==> src/rtl/ddr2_init_sequencer.sv <==
// ddr2_init_sequencer: JEDEC DDR2 power-up/init sequence driving CKE and the command bus until init_done.
// DDR2_INIT_SIM_SHORT_EN shortens the power-up and CKE-high waits to 16/8 cycles for simulation only.
module ddr2_init_sequencer #(
    parameter int BANK_WIDTH = 3,
    parameter int ROW_WIDTH = 14,
    parameter int PWRUP_CYCLES = 40000,
    parameter int CKE_CYCLES = 80,
    parameter int TRP_CYCLES = 4,
    parameter int TMRD_CYCLES = 2,
    parameter int TRFC_CYCLES = 26,
    parameter int DLL_CYCLES = 200,
    parameter logic [ROW_WIDTH-1:0] MR_VAL = 14'h0632,
    parameter logic [ROW_WIDTH-1:0] EMR_VAL = 14'h0044
) (
    input  logic                  clk_0,
    input  logic                  sys_rst_n,
    input  logic                  init_req,
    output logic                  ddr_cke,
    output logic                  ddr_cs_n,
    output logic                  ddr_ras_n,
    output logic                  ddr_cas_n,
    output logic                  ddr_we_n,
    output logic [BANK_WIDTH-1:0] ddr_ba,
    output logic [ROW_WIDTH-1:0]  ddr_addr,
    output logic                  ddr_odt,
    output logic                  init_done
);
`ifdef DDR2_INIT_SIM_SHORT_EN
    localparam int PWR_W = 16;
    localparam int CKE_W = 8;
`else
    localparam int PWR_W = PWRUP_CYCLES;
    localparam int CKE_W = CKE_CYCLES;
`endif
    localparam logic [15:0] PWR_LD = 16'(PWR_W - 1);
    localparam logic [15:0] CKE_LD = 16'(CKE_W - 1);
    localparam logic [15:0] TRP_LD = 16'(TRP_CYCLES - 1);
    localparam logic [15:0] TMRD_LD = 16'(TMRD_CYCLES - 1);
    localparam logic [15:0] TRFC_LD = 16'(TRFC_CYCLES - 1);
    localparam logic [15:0] DLL_LD = 16'(DLL_CYCLES - 1);
    localparam logic [ROW_WIDTH-1:0] A0 = ROW_WIDTH'(1);
    localparam logic [ROW_WIDTH-1:0] A8 = ROW_WIDTH'(256);
    localparam logic [ROW_WIDTH-1:0] A10 = ROW_WIDTH'(1024);
    localparam logic [ROW_WIDTH-1:0] OCD = ROW_WIDTH'(896);
    localparam logic [ROW_WIDTH-1:0] EMR_BASE = EMR_VAL & ~A0 & ~OCD;
    localparam logic [2:0] NOP = 3'b111, PRE = 3'b010, LMR = 3'b000, REF = 3'b001;

    typedef enum logic [3:0] {
        PWRUP, CKEHI, PRE1, EMR2, EMR3, EMR_DLL, MR_DLLRST, PRE2,
        REF1, REF2, MR_RUN, EMR_OCDDEF, EMR_OCDEXIT, DLLWAIT, DONE
    } state_t;

    state_t state, state_nx;
    logic [15:0] cnt, cnt_nx, dll_cnt, dll_nx;
    logic [2:0] cmd_nx;
    logic [BANK_WIDTH-1:0] ba_nx;
    logic [ROW_WIDTH-1:0] addr_nx;
    logic enter;

    always_comb begin
        state_nx = state;
        case (state)
            DLLWAIT: state_nx = dll_cnt == 16'd0 ? DONE : DLLWAIT;
            DONE:    state_nx = init_req ? PWRUP : DONE;
            default: state_nx = cnt == 16'd0 ? state_t'(state + 4'd1) : state;
        endcase
        enter = state_nx != state;
        cnt_nx = cnt == 16'd0 ? 16'd0 : cnt - 16'd1;
        dll_nx = dll_cnt == 16'd0 ? 16'd0 : dll_cnt - 16'd1;
        cmd_nx = NOP;
        ba_nx = '0;
        addr_nx = '0;
        if (enter) begin
            case (state_nx)
                PWRUP:       cnt_nx = PWR_LD;
                CKEHI:       cnt_nx = CKE_LD;
                PRE1, PRE2:  begin cnt_nx = TRP_LD; cmd_nx = PRE; addr_nx = A10; end
                REF1, REF2:  begin cnt_nx = TRFC_LD; cmd_nx = REF; end
                DLLWAIT, DONE: cnt_nx = 16'd0;
                default:     begin cnt_nx = TMRD_LD; cmd_nx = LMR; end
            endcase
            case (state_nx)
                EMR2:        ba_nx = BANK_WIDTH'(2);
                EMR3:        ba_nx = BANK_WIDTH'(3);
                EMR_DLL:     begin ba_nx = BANK_WIDTH'(1); addr_nx = EMR_BASE; end
                MR_DLLRST:   begin addr_nx = MR_VAL | A8; dll_nx = DLL_LD; end
                MR_RUN:      addr_nx = MR_VAL & ~A8;
                EMR_OCDDEF:  begin ba_nx = BANK_WIDTH'(1); addr_nx = EMR_BASE | OCD; end
                EMR_OCDEXIT: begin ba_nx = BANK_WIDTH'(1); addr_nx = EMR_BASE; end
                default:     ;
            endcase
        end
    end

    always_ff @(posedge clk_0 or negedge sys_rst_n) begin
        if (!sys_rst_n) begin
            state <= PWRUP;
            cnt <= PWR_LD;
            dll_cnt <= '0;
            ddr_cke <= 1'b0;
            ddr_cs_n <= 1'b1;
            {ddr_ras_n, ddr_cas_n, ddr_we_n} <= NOP;
            ddr_ba <= '0;
            ddr_addr <= '0;
            ddr_odt <= 1'b0;
            init_done <= 1'b0;
        end else begin
            state <= state_nx;
            cnt <= cnt_nx;
            dll_cnt <= dll_nx;
            ddr_cke <= state_nx != PWRUP;
            ddr_cs_n <= state_nx == PWRUP;
            {ddr_ras_n, ddr_cas_n, ddr_we_n} <= cmd_nx;
            ddr_ba <= ba_nx;
            ddr_addr <= addr_nx;
            ddr_odt <= 1'b0;
            init_done <= state_nx == DONE;
        end
    end
endmodule

==> config.mk <==
export PLATFORM = sky130hd
export DESIGN_NAME = ddr2_init_sequencer
export DESIGN_NICKNAME = d
export VERILOG_FILES = /design/src/rtl/ddr2_init_sequencer.sv
export SDC_FILE = /design/constraint.sdc
export NUM_CORES = 1
export LEC_CHECK = 0
export CAP_MARGIN = 20
export CORE_MARGIN = 1.5
export CORE_UTILIZATION = 40
export DETAILED_ROUTE_END_ITERATION = 6
export PLACE_DENSITY = 0.68
export REMOVE_ABC_BUFFERS = 1
export SLEW_MARGIN = 10
export SYNTH_ARGS = -nofsm -noshare
export SYNTH_HDL_FRONTEND = slang
export SYNTH_SLANG_ARGS = --single-unit
==> constraint.sdc <==
create_clock -name clk_0 -period 2.65 [get_ports clk_0]
set_clock_uncertainty 0.1 [all_clocks]
set_input_delay 0.53 -clock clk_0 [delete_from_list [all_inputs] [get_ports clk_0]]
set_output_delay 0.53 -clock clk_0 [all_outputs]
set_load 0.02 [all_outputs]
==> results of run 1 <==
-- flip-flops by register name, summed over array words and instances (netlist names) --
signal / flops
cnt: 16
ddr_addr: 6
ddr_ba: 2
ddr_cas_n: 1
ddr_cke: 1
ddr_cs_n: 1
ddr_ras_n: 1
ddr_we_n: 1
dll_cnt: 16
init_done: 1
state: 4
-- cells by family after synthesis --
family / count (synthesis)
xor gates and xnor gates: 26
muxes: 1
and+or+nand+nor: 118
DFF: 50
buffers and inverters: 29
adders and majority gates: 7
AOI/OAI and AO/OA: 45
other: 1
-- metal layers --
metal	track usage (%)	up-vias
li1	-	1014
met1	22.75	1021
met2	22.80	35
met3	2.464	13
met4	5.916	0
met5	0	-
-- power groups by stage --
stage | Sequential [W] | Combinational [W] | Clock, W
3_5_place_dp | 0.000778 | 0.0000275 | 0
5_1_grt | 0.000764 | 0.0000311 | 0.000576
3_3_place_gp | 0.000778 | 0.0000271 | 0
4_1_cts | 0.000764 | 0.0000276 | 0.000550
6_report | 0.000763 | 0.0000266 | 0.000529
2_1_floorplan | 0.000778 | 0.00000879 | 0
-- layout by cell type, fill, tap and decap left out, drive strengths merged, types with 5 or more instances in the layout --
| master | n |
|---|---|
| nor3 | 17 |
| o31ai | 6 |
| clkbuf | 6 |
| dfrtp | 36 |
| ha | 7 |
| xnor2 | 14 |
| nor2 | 34 |
| dfstp | 14 |
| inv | 11 |
| buf | 13 |
| o21ai | 15 |
| xor2 | 12 |
| clkdlybuf4s50 | 18 |
| nand4 | 9 |
| nand2 | 20 |
| a21oi | 6 |
| nand3 | 10 |
| conb | 7 |
| nor4 | 5 |
-- Yosys cell counts (4+ instances only) --
cell      n
a21oi_1   6
nand3_1   9
o21ai_2   7
nor3_1   14
inv_1     8
a21o_1    4
o21ai_0   6
ha_1      7
buf_4    13
dfstp_2  14
nor3b_1   4
xnor2_1  14
dfrtp_1  36
xor2_1   12
nor2_1   31
nand2_1  18
nand4_1   9
o31ai_1   4
-- worst paths after layout --
check	endpoint	depth (start not counted)	slack (ps)	startpoint
worst max-delay path	cnt[2]$_DFF_PN1_	10	110	cnt[1]$_DFF_PN1_
worst min-delay path	dll_cnt[9]$_DFF_PN0_	2	230	sys_rst_n
worst max register to register	cnt[2]$_DFF_PN1_	10	110	cnt[1]$_DFF_PN1_
worst min register to register	dll_cnt[0]$_DFF_PN0_	1	380	dll_cnt[0]$_DFF_PN0_
max in group asynchronous	state[1]$_DFF_PN0_	2	1780	sys_rst_n
min in group clk_0	dll_cnt[0]$_DFF_PN0_	1	380	dll_cnt[0]$_DFF_PN0_
-- stage by stage --
| step | hold WS [ps] | std cells | setup TNS (ps) | worst slack (ps) |
|---|---|---|---|---|
| finish | 229.1 | 401 | 0 | 108.2 |
| global route | 282.0 | 401 | -18.87 | -13.11 |
| CTS | 238.5 | 400 | 0 | 19.03 |
| detailed placement | 376.4 | 392 | 0 | 34.29 |
| global placement | 374.0 | 392 | 0 | 93.06 |
| floorplan | 134.4 | 266 | 0 | 25.18 |
-- layout make-up --
class / instances / area (um2)
Timing Repair Buffer: 31 / 275.3
Sequential cell: 50 / 1270
Fill cell: 641 / 3532
Inverter: 12 / 50.05
Clock inverter: 2 / 37.54
Tap cell: 96 / 120.1
Multi-Input combinational cell: 204 / 1474
Clock buffer: 6 / 72.57
-- repair_timing --
item / CTS / global route
resized for setup: 0 / 14
setup endpoints to repair: 0 / 36
setup buffers: 0 / 1
hold endpoints to repair: 0 / 0
==> metrics.cfg, run 1 <==
[routing]
wire_per_inst_um = 13.86
dr.pass1.iters = 4
vias = 2083
drtIter0Drc = 89
drt-met1-wl_um = 2816
final_antenna_net_count = 0
wl_met3_um = 147
top_layer_used = met4
routed_wirelength_um = 5558
routed-wl-met2_um = 2463
vias_per_cell = 5.195
drc = 0

[synth]
synth_area_leaders = dfrtp_1 32%, dfstp_2 13%, xnor2_1 4.3%
yosys_most_used_dff = dfrtp_1
synth_xor_area_share_pct = 8.018
avgSynthCellArea_um2 = 10.25
syn-cell-area_mm2 = 0.002840
yosys.area_share.simple_pct = 25.20
synthAdderAreaFrac_pct = 3.084
synth_seq_area_share_pct = 44.67
synth.distinct_cells = 59
syn_inst = 277
ys_warn_count = 0
synth-compound-area-share_pct = 12.03
yosys.area.top_type = dfrtp_1
synthArstFlopShare_pct = 100.0
synth_edf_count = 0
synth_top_area_share_pct = 31.72
synth_seq_cells = 50
synthMuxAreaShare_pct = 0.5286
synth_top_family_by_area = simple AND/OR/NAND/NOR gates

[sta]
maxSlewViolCount = 0
slew_headroom_pct = 58.47
min_period_ps = 2542
fmaxAchievable_mhz = 393.4
worstMarginPinSlew_ps = 622.9
period_share_pct = 95.92
setup_violations = 0
hold_viol = 0

[cells_and_area]
final_cell_area_mm2 = 0.003299
post-route-util_pct = 48.30
drive_gt1_share_pct = 24.92
num-nets-final = 314
num_antenna_cells = 0
area_delta_synth_final_pct = 16.17

[cts]
ctsHtreeMaxLevel = 2
clk_latency_ps = 300
cts.sinks = 50
cts_buffers = 5
cts_tree = done
clk_path_buf_depth = 2
cts_hold_buf = 0
clkTransAtPathRegs_ps = 90
cts_root_buf = clkbuf_8

[power_and_ir_drop]
switching_share_pct = 20.55
p_switching_w = 0.0002711
seqPwrFrac_pct = 57.9
p_int_w = 0.001048
power_w = 0.001319
vdd_drop_max_mv = 0.2859
p_leak_nw = 1.501
power.density_mw_per_mm2 = 399.9
combPwrFrac_pct = 2.0
clkPwrFrac_pct = 40.1

[grt]
grt_overflow = 0
grt_max_degree = 51
track_usage_pct = 15.47
grt_pass1_wl_um = 9411
grt_antenna_before_repair = 0
grt_pass1_vias = 2008

[critical_path]
worstPathArrival_ps = 2660
crit_chain = inv_1, ha_1, nor4b_2, and4_4, mux2_4, o21a_1, o21ai_4, buf_4, nand3_1, o31ai_1
critical-path-max-stage-delay_ps = 550
slowest_stage = dfstp_2
end_kind = register
cp-start-kind = register
critPathMaxFanout = 10
critical_path_buf_inv_count = 2
worst_ep_required_time_ps = 2770
crit_family = compound AO/OA/AOI/OAI gates
critical_path_class = register to register

[place]
place_congestion = 0.8001
portBuffers = 19
dp_hpwl_um = 3833
dpl_cell_area_mm2 = 0.003120

[die]
core_area_mm2 = 0.006832
die_area_mm2 = 0.007615
die_w_um = 87.27
die_height_um = 87.27
start_util_pct = 41.58
io-pin-count = 27
std_cell_rows = 30

[run_status]
status = finished clean

[min_path]
hp-class = input port to asynchronous set/reset pin

[job]
maxCapViolations = 0

(Power assumes the default switching activity.)
==> inputs of run 2 (changes only) <==
- PLACE_DENSITY: 0.68 -> 0.66
- clock period: 2.65 -> 3.12 ns (I/O delays scaled with it)
==> metrics.cfg, run 2 (same netlist as run 1, synthesis figures left out) <==
[cts]
cts_tree = done
clkTransAtPathRegs_ps = 90
cts_buffers = 5
ctsHtreeMaxLevel = 2
clk_path_buf_depth = 2
cts_root_buf = clkbuf_8
cts_hold_buf = 0
cts.sinks = 50
clk_latency_ps = 300
post_cts_buffers = 0
cts_resized = 0

[cells_and_area]
final_cell_mix = 36 x dfrtp_1, 31 x nor2_1, 18 x nand2_1, 18 x clkdlybuf4s50_1
reg.largest.list = cnt: 16 flops, dll_cnt: 16 flops, ddr_addr: 6 flops
drive_gt1_share_pct = 20.81
multi_input_area_mm2 = 0.001414
num-nets-final = 307
layout_commonest_cell = dfrtp_1
area_delta_synth_final_pct = 12.25
final_cell_count_no_fill = 394
num_antenna_cells = 0
register_area_mm2 = 0.001269
nFillCells = 658

[routing]
dr.pass1.iters = 4
drc = 0
routed_wirelength_um = 5621
drtIter0Drc = 142
vias_per_cell = 5.266
wire_per_inst_um = 14.27
final_antenna_net_count = 0
vias = 2075

[place]
place_congestion = 0.8240
dp.cells = 386
portBuffers = 19
dp_hpwl_um = 3904

[critical_path]
crit_chain = inv_1, ha_1, nor4b_2, and4_4, mux2_4, o21a_1, o21ai_2, buf_4, nor3_1, a31o_2
critical_path_buf_inv_count = 2
cp-start-kind = register
end_kind = register
critPathMaxFanout = 12
crit_family = compound AO/OA/AOI/OAI gates
slowest_stage = dfstp_2
worst_ep_required_time_ps = 3260
worstPathArrival_ps = 3000
critical_path_class = register to register
critical-path-max-stage-delay_ps = 390

[power_and_ir_drop]
vdd_drop_max_mv = 0.2630
p_int_w = 0.0008915
clkPwrFrac_pct = 40.7
combPwrFrac_pct = 2.0
power.density_mw_per_mm2 = 354.9
switching_share_pct = 21.21
seqPwrFrac_pct = 57.3
p_leak_nw = 1.459
p_switching_w = 0.0002400

[job]
maxCapViolations = 0

[die]
start_util_pct = 41.58
die_height_um = 87.27
io-pin-count = 27
core_area_mm2 = 0.006832
die_w_um = 87.27
die_area_mm2 = 0.007615
std_cell_rows = 30

[sta]
tns_ps = 0
rsz0062_at_grt = false
worstMarginPinSlew_ps = 644.6
hold_viol = 0
fmaxAchievable_mhz = 350.0
setup_violations = 0
period_share_pct = 91.57
min_period_ps = 2857
maxSlewViolCount = 0
slew_headroom_pct = 57.02

[grt]
grt_antenna_before_repair = 0
grt_overflow = 0
grt_pass1_wl_um = 9756
grt_max_degree = 51
grt_pass1_vias = 2033
track_usage_pct = 16.21

[min_path]
hp-class = input port to asynchronous set/reset pin

[run_status]
status = finished clean

## run 2: cell count changes in the layout (fill, tap and decap cells not counted), sizes merged
cell | previous run | this run
inv | 11 | 12
buf | 13 | 6
clkinv | 1 | 2
clkinvlp | 1 | 0
clkbuf | 6 | 5
## run 2: final cells by class
type | instances | area share, %
multi-input combinational | 204 | 44.35
clock buffer | 5 | 2.159
clock inverter | 3 | 1.374
tap | 96 | 3.768
timing repair buffer | 24 | 6.986
sequential | 50 | 39.80
inverter | 12 | 1.570
## run 2: through the flow
stage,utilization (%),setup WS [ps],instance area (um2),hold WS (ps),total power [W]
final,46.67,263.1,3188,309.7,0.001132
after global routing,46.67,97.90,3188,373.7,0.001171
after CTS,46.67,289.2,3188,325.1,0.001151
after detailed placement,45.02,332.6,3075,389.7,0.0006842
after global placement,45.02,402.8,3075,377.4,0.0006839
after floorplan,-,495.2,2733,228.4,0.0006681
## run 2: worst paths after layout
path	start	end	slack (ps)	cells past startpoint
worst max-delay path	cnt[0]$_DFF_PN1_	cnt[1]$_DFF_PN1_	260	10
worst min-delay path	sys_rst_n	dll_cnt[5]$_DFF_PN0_	310	2
worst max register to register	cnt[0]$_DFF_PN1_	cnt[1]$_DFF_PN1_	260	10
worst min register to register	dll_cnt[0]$_DFF_PN0_	dll_cnt[0]$_DFF_PN0_	400	1
max in group asynchronous	sys_rst_n	cnt[14]$_DFF_PN0_	2170	2
min in group clk_0	dll_cnt[0]$_DFF_PN0_	dll_cnt[0]$_DFF_PN0_	400	1
## run 2: routing by layer
layer | routed length, um | GRT usage (%)
met1 | 2756 | 22.59
met2 | 2618 | 25.45
met3 | 143 | 2.844
met4 | 103 | 5.628
met5 | 0 | 0
## run 2: power groups by stage
| stage | Sequential [W] | Combinational (W) | Clock [W] |
|---|---|---|---|
| global placement | 0.000661 | 0.0000234 | 0 |
| global route | 0.000649 | 0.0000265 | 0.000496 |
| finish | 0.000648 | 0.0000229 | 0.000460 |
| CTS | 0.000649 | 0.0000237 | 0.000479 |
| detailed placement | 0.000661 | 0.0000237 | 0 |
| floorplan | 0.000661 | 0.00000746 | 0 |
==> inputs of run 3 (changes only) <==
- ABC_CLOCK_PERIOD_IN_PS: not set -> 3120
- CORE_UTILIZATION: 40 -> 38
- PLACE_DENSITY: 0.66 -> not set
- PLACE_DENSITY_LB_ADDON: not set -> 0.08
==> metrics.cfg, run 3 (same netlist as run 1, synthesis figures left out) <==
[critical_path]
critical_path_class = register to register
worst_ep_required_time_ps = 3250
worst_r2r_path_depth = 9
critPathMaxFanout = 13
r2r-start = cnt[0]$_DFF_PN1_
crit_chain = inv_1, ha_1, nor4b_2, and4_4, mux2_4, o21a_1, o21ai_2, nand3_1, o21ai_0
rrSetupSlack_ps = 270
cp-startpoint = cnt[0]$_DFF_PN1_
slowest_stage = dfstp_2
end_kind = register
critical-path-max-stage-delay_ps = 560
worstPathArrival_ps = 2990
cp-start-kind = register

[grt]
grt_pass1_wl_um = 9625
track_usage_pct = 15.77
grt_pass1_vias = 1914
grt_overflow = 0
grt_max_degree = 51
grt_antenna_before_repair = 0

[power_and_ir_drop]
power_w = 0.001129
p_switching_w = 0.0002385
clkPwrFrac_pct = 40.5
p_int_w = 0.0008905
p_leak_nw = 1.444
vdd_drop_max_mv = 0.2202
switching_share_pct = 21.13
combPwrFrac_pct = 2.1
seqPwrFrac_pct = 57.4
power.density_mw_per_mm2 = 355.1

[die]
die_w_um = 89.46
start_util_pct = 39.16
die_area_mm2 = 0.008002
die_height_um = 89.46
io-pin-count = 27
core_area_mm2 = 0.007253
std_cell_rows = 31

[cts]
cts_resized = 0
cts_hold_buf = 0
post_cts_buffers = 0
cts.sinks = 50
clkTransAtPathRegs_ps = 90
clk_latency_ps = 300
cts_buffers = 5
cts_root_buf = clkbuf_8
ctsHtreeMaxLevel = 2
cts_tree = done
clk_path_buf_depth = 2

[routing]
routed_wirelength_um = 5753
wire_per_inst_um = 14.56
dr.pass1.iters = 4
drtIter0Drc = 95
vias = 2010
final_antenna_net_count = 0
drc = 0
vias_per_cell = 5.089

[sta]
period_share_pct = 91.49
fin_ws_ps = 265.4
hold_ws_ps = 332.5
min_period_ps = 2855
setup_violations = 0
maxSlewViolCount = 0
hold_viol = 0
fmaxAchievable_mhz = 350.3
slew_headroom_pct = 56.28
tns_ps = 0
rsz0062_at_grt = false
worstMarginPinSlew_ps = 655.9

[place]
dp_slack_ps = 258.8
place_congestion = 0.7640
dp_hpwl_um = 4009
portBuffers = 19

[cells_and_area]
reg.largest.list = cnt: 16 flops, dll_cnt: 16 flops, ddr_addr: 6 flops
drive_gt1_share_pct = 19.93
num-nets-final = 305
final_cell_mix = 36 x dfrtp_1, 31 x nor2_1, 18 x nand2_1, 18 x clkdlybuf4s50_1
layout_commonest_cell = dfrtp_1
post-route-util_pct = 43.83
area_delta_synth_final_pct = 11.94
num_antenna_cells = 0

[job]
maxCapViolations = 0

[run_status]
status = finished clean

[min_path]
hp-class = input port to asynchronous set/reset pin

[run 3: path summary, 6_finish.rpt]
path	endpoint
hold reg to reg	dll_cnt[0]$_DFF_PN0_
setup / recovery	cnt[12]$_DFF_PN1_
setup reg to reg	cnt[12]$_DFF_PN1_
max in group asynchronous	ddr_ba[1]$_DFF_PN0_
min in group clk_0	dll_cnt[0]$_DFF_PN0_
hold / removal	dll_cnt[10]$_DFF_PN0_
[run 3: layer usage]
metal	vias to the layer above	wire (um)	GRT usage [%]
met1	972	3060	24.32
met5	-	0	0
met2	31	2434	21.80
met3	5	197	3.693
met4	0	61	4.336
li1	1002	-	-
[run 3: final cells by class]
class / instances / area (um2)
timing repair buffer: 22 / 207.7
fill: 717 / 4074
tap: 99 / 123.9
inverter: 12 / 50.05
clock inverter: 2 / 37.54
clock buffer: 6 / 72.57
sequential: 50 / 1269
multi-input combinational: 204 / 1419
[run 3: power groups by stage]
stage	Clock [W]	Combinational [W]	Sequential [W]
2_1_floorplan	0	0.00000746	0.000661
3_3_place_gp	0	0.0000243	0.000661
3_5_place_dp	0	0.0000243	0.000661
4_1_cts	0.000475	0.0000244	0.000649
5_1_grt	0.000502	0.0000276	0.000649
6_report	0.000457	0.0000232	0.000648
[run 3: worst max-delay path, delay by kind of cell, from the launching register on]
family	cells	cell delay, ps
compound gates	3	800
simple gates	3	710
flops	1	560
mux	1	340
fa+ha+maj	1	200
buf+inv	1	60
[run 3: metrics by stage]
stage                     std cells  area [um2]
after floorplan                 266        2733
after global placement          387        3064
after detailed placement        387        3064
after CTS                       395        3174
after global routing            395        3179
final                           395        3179
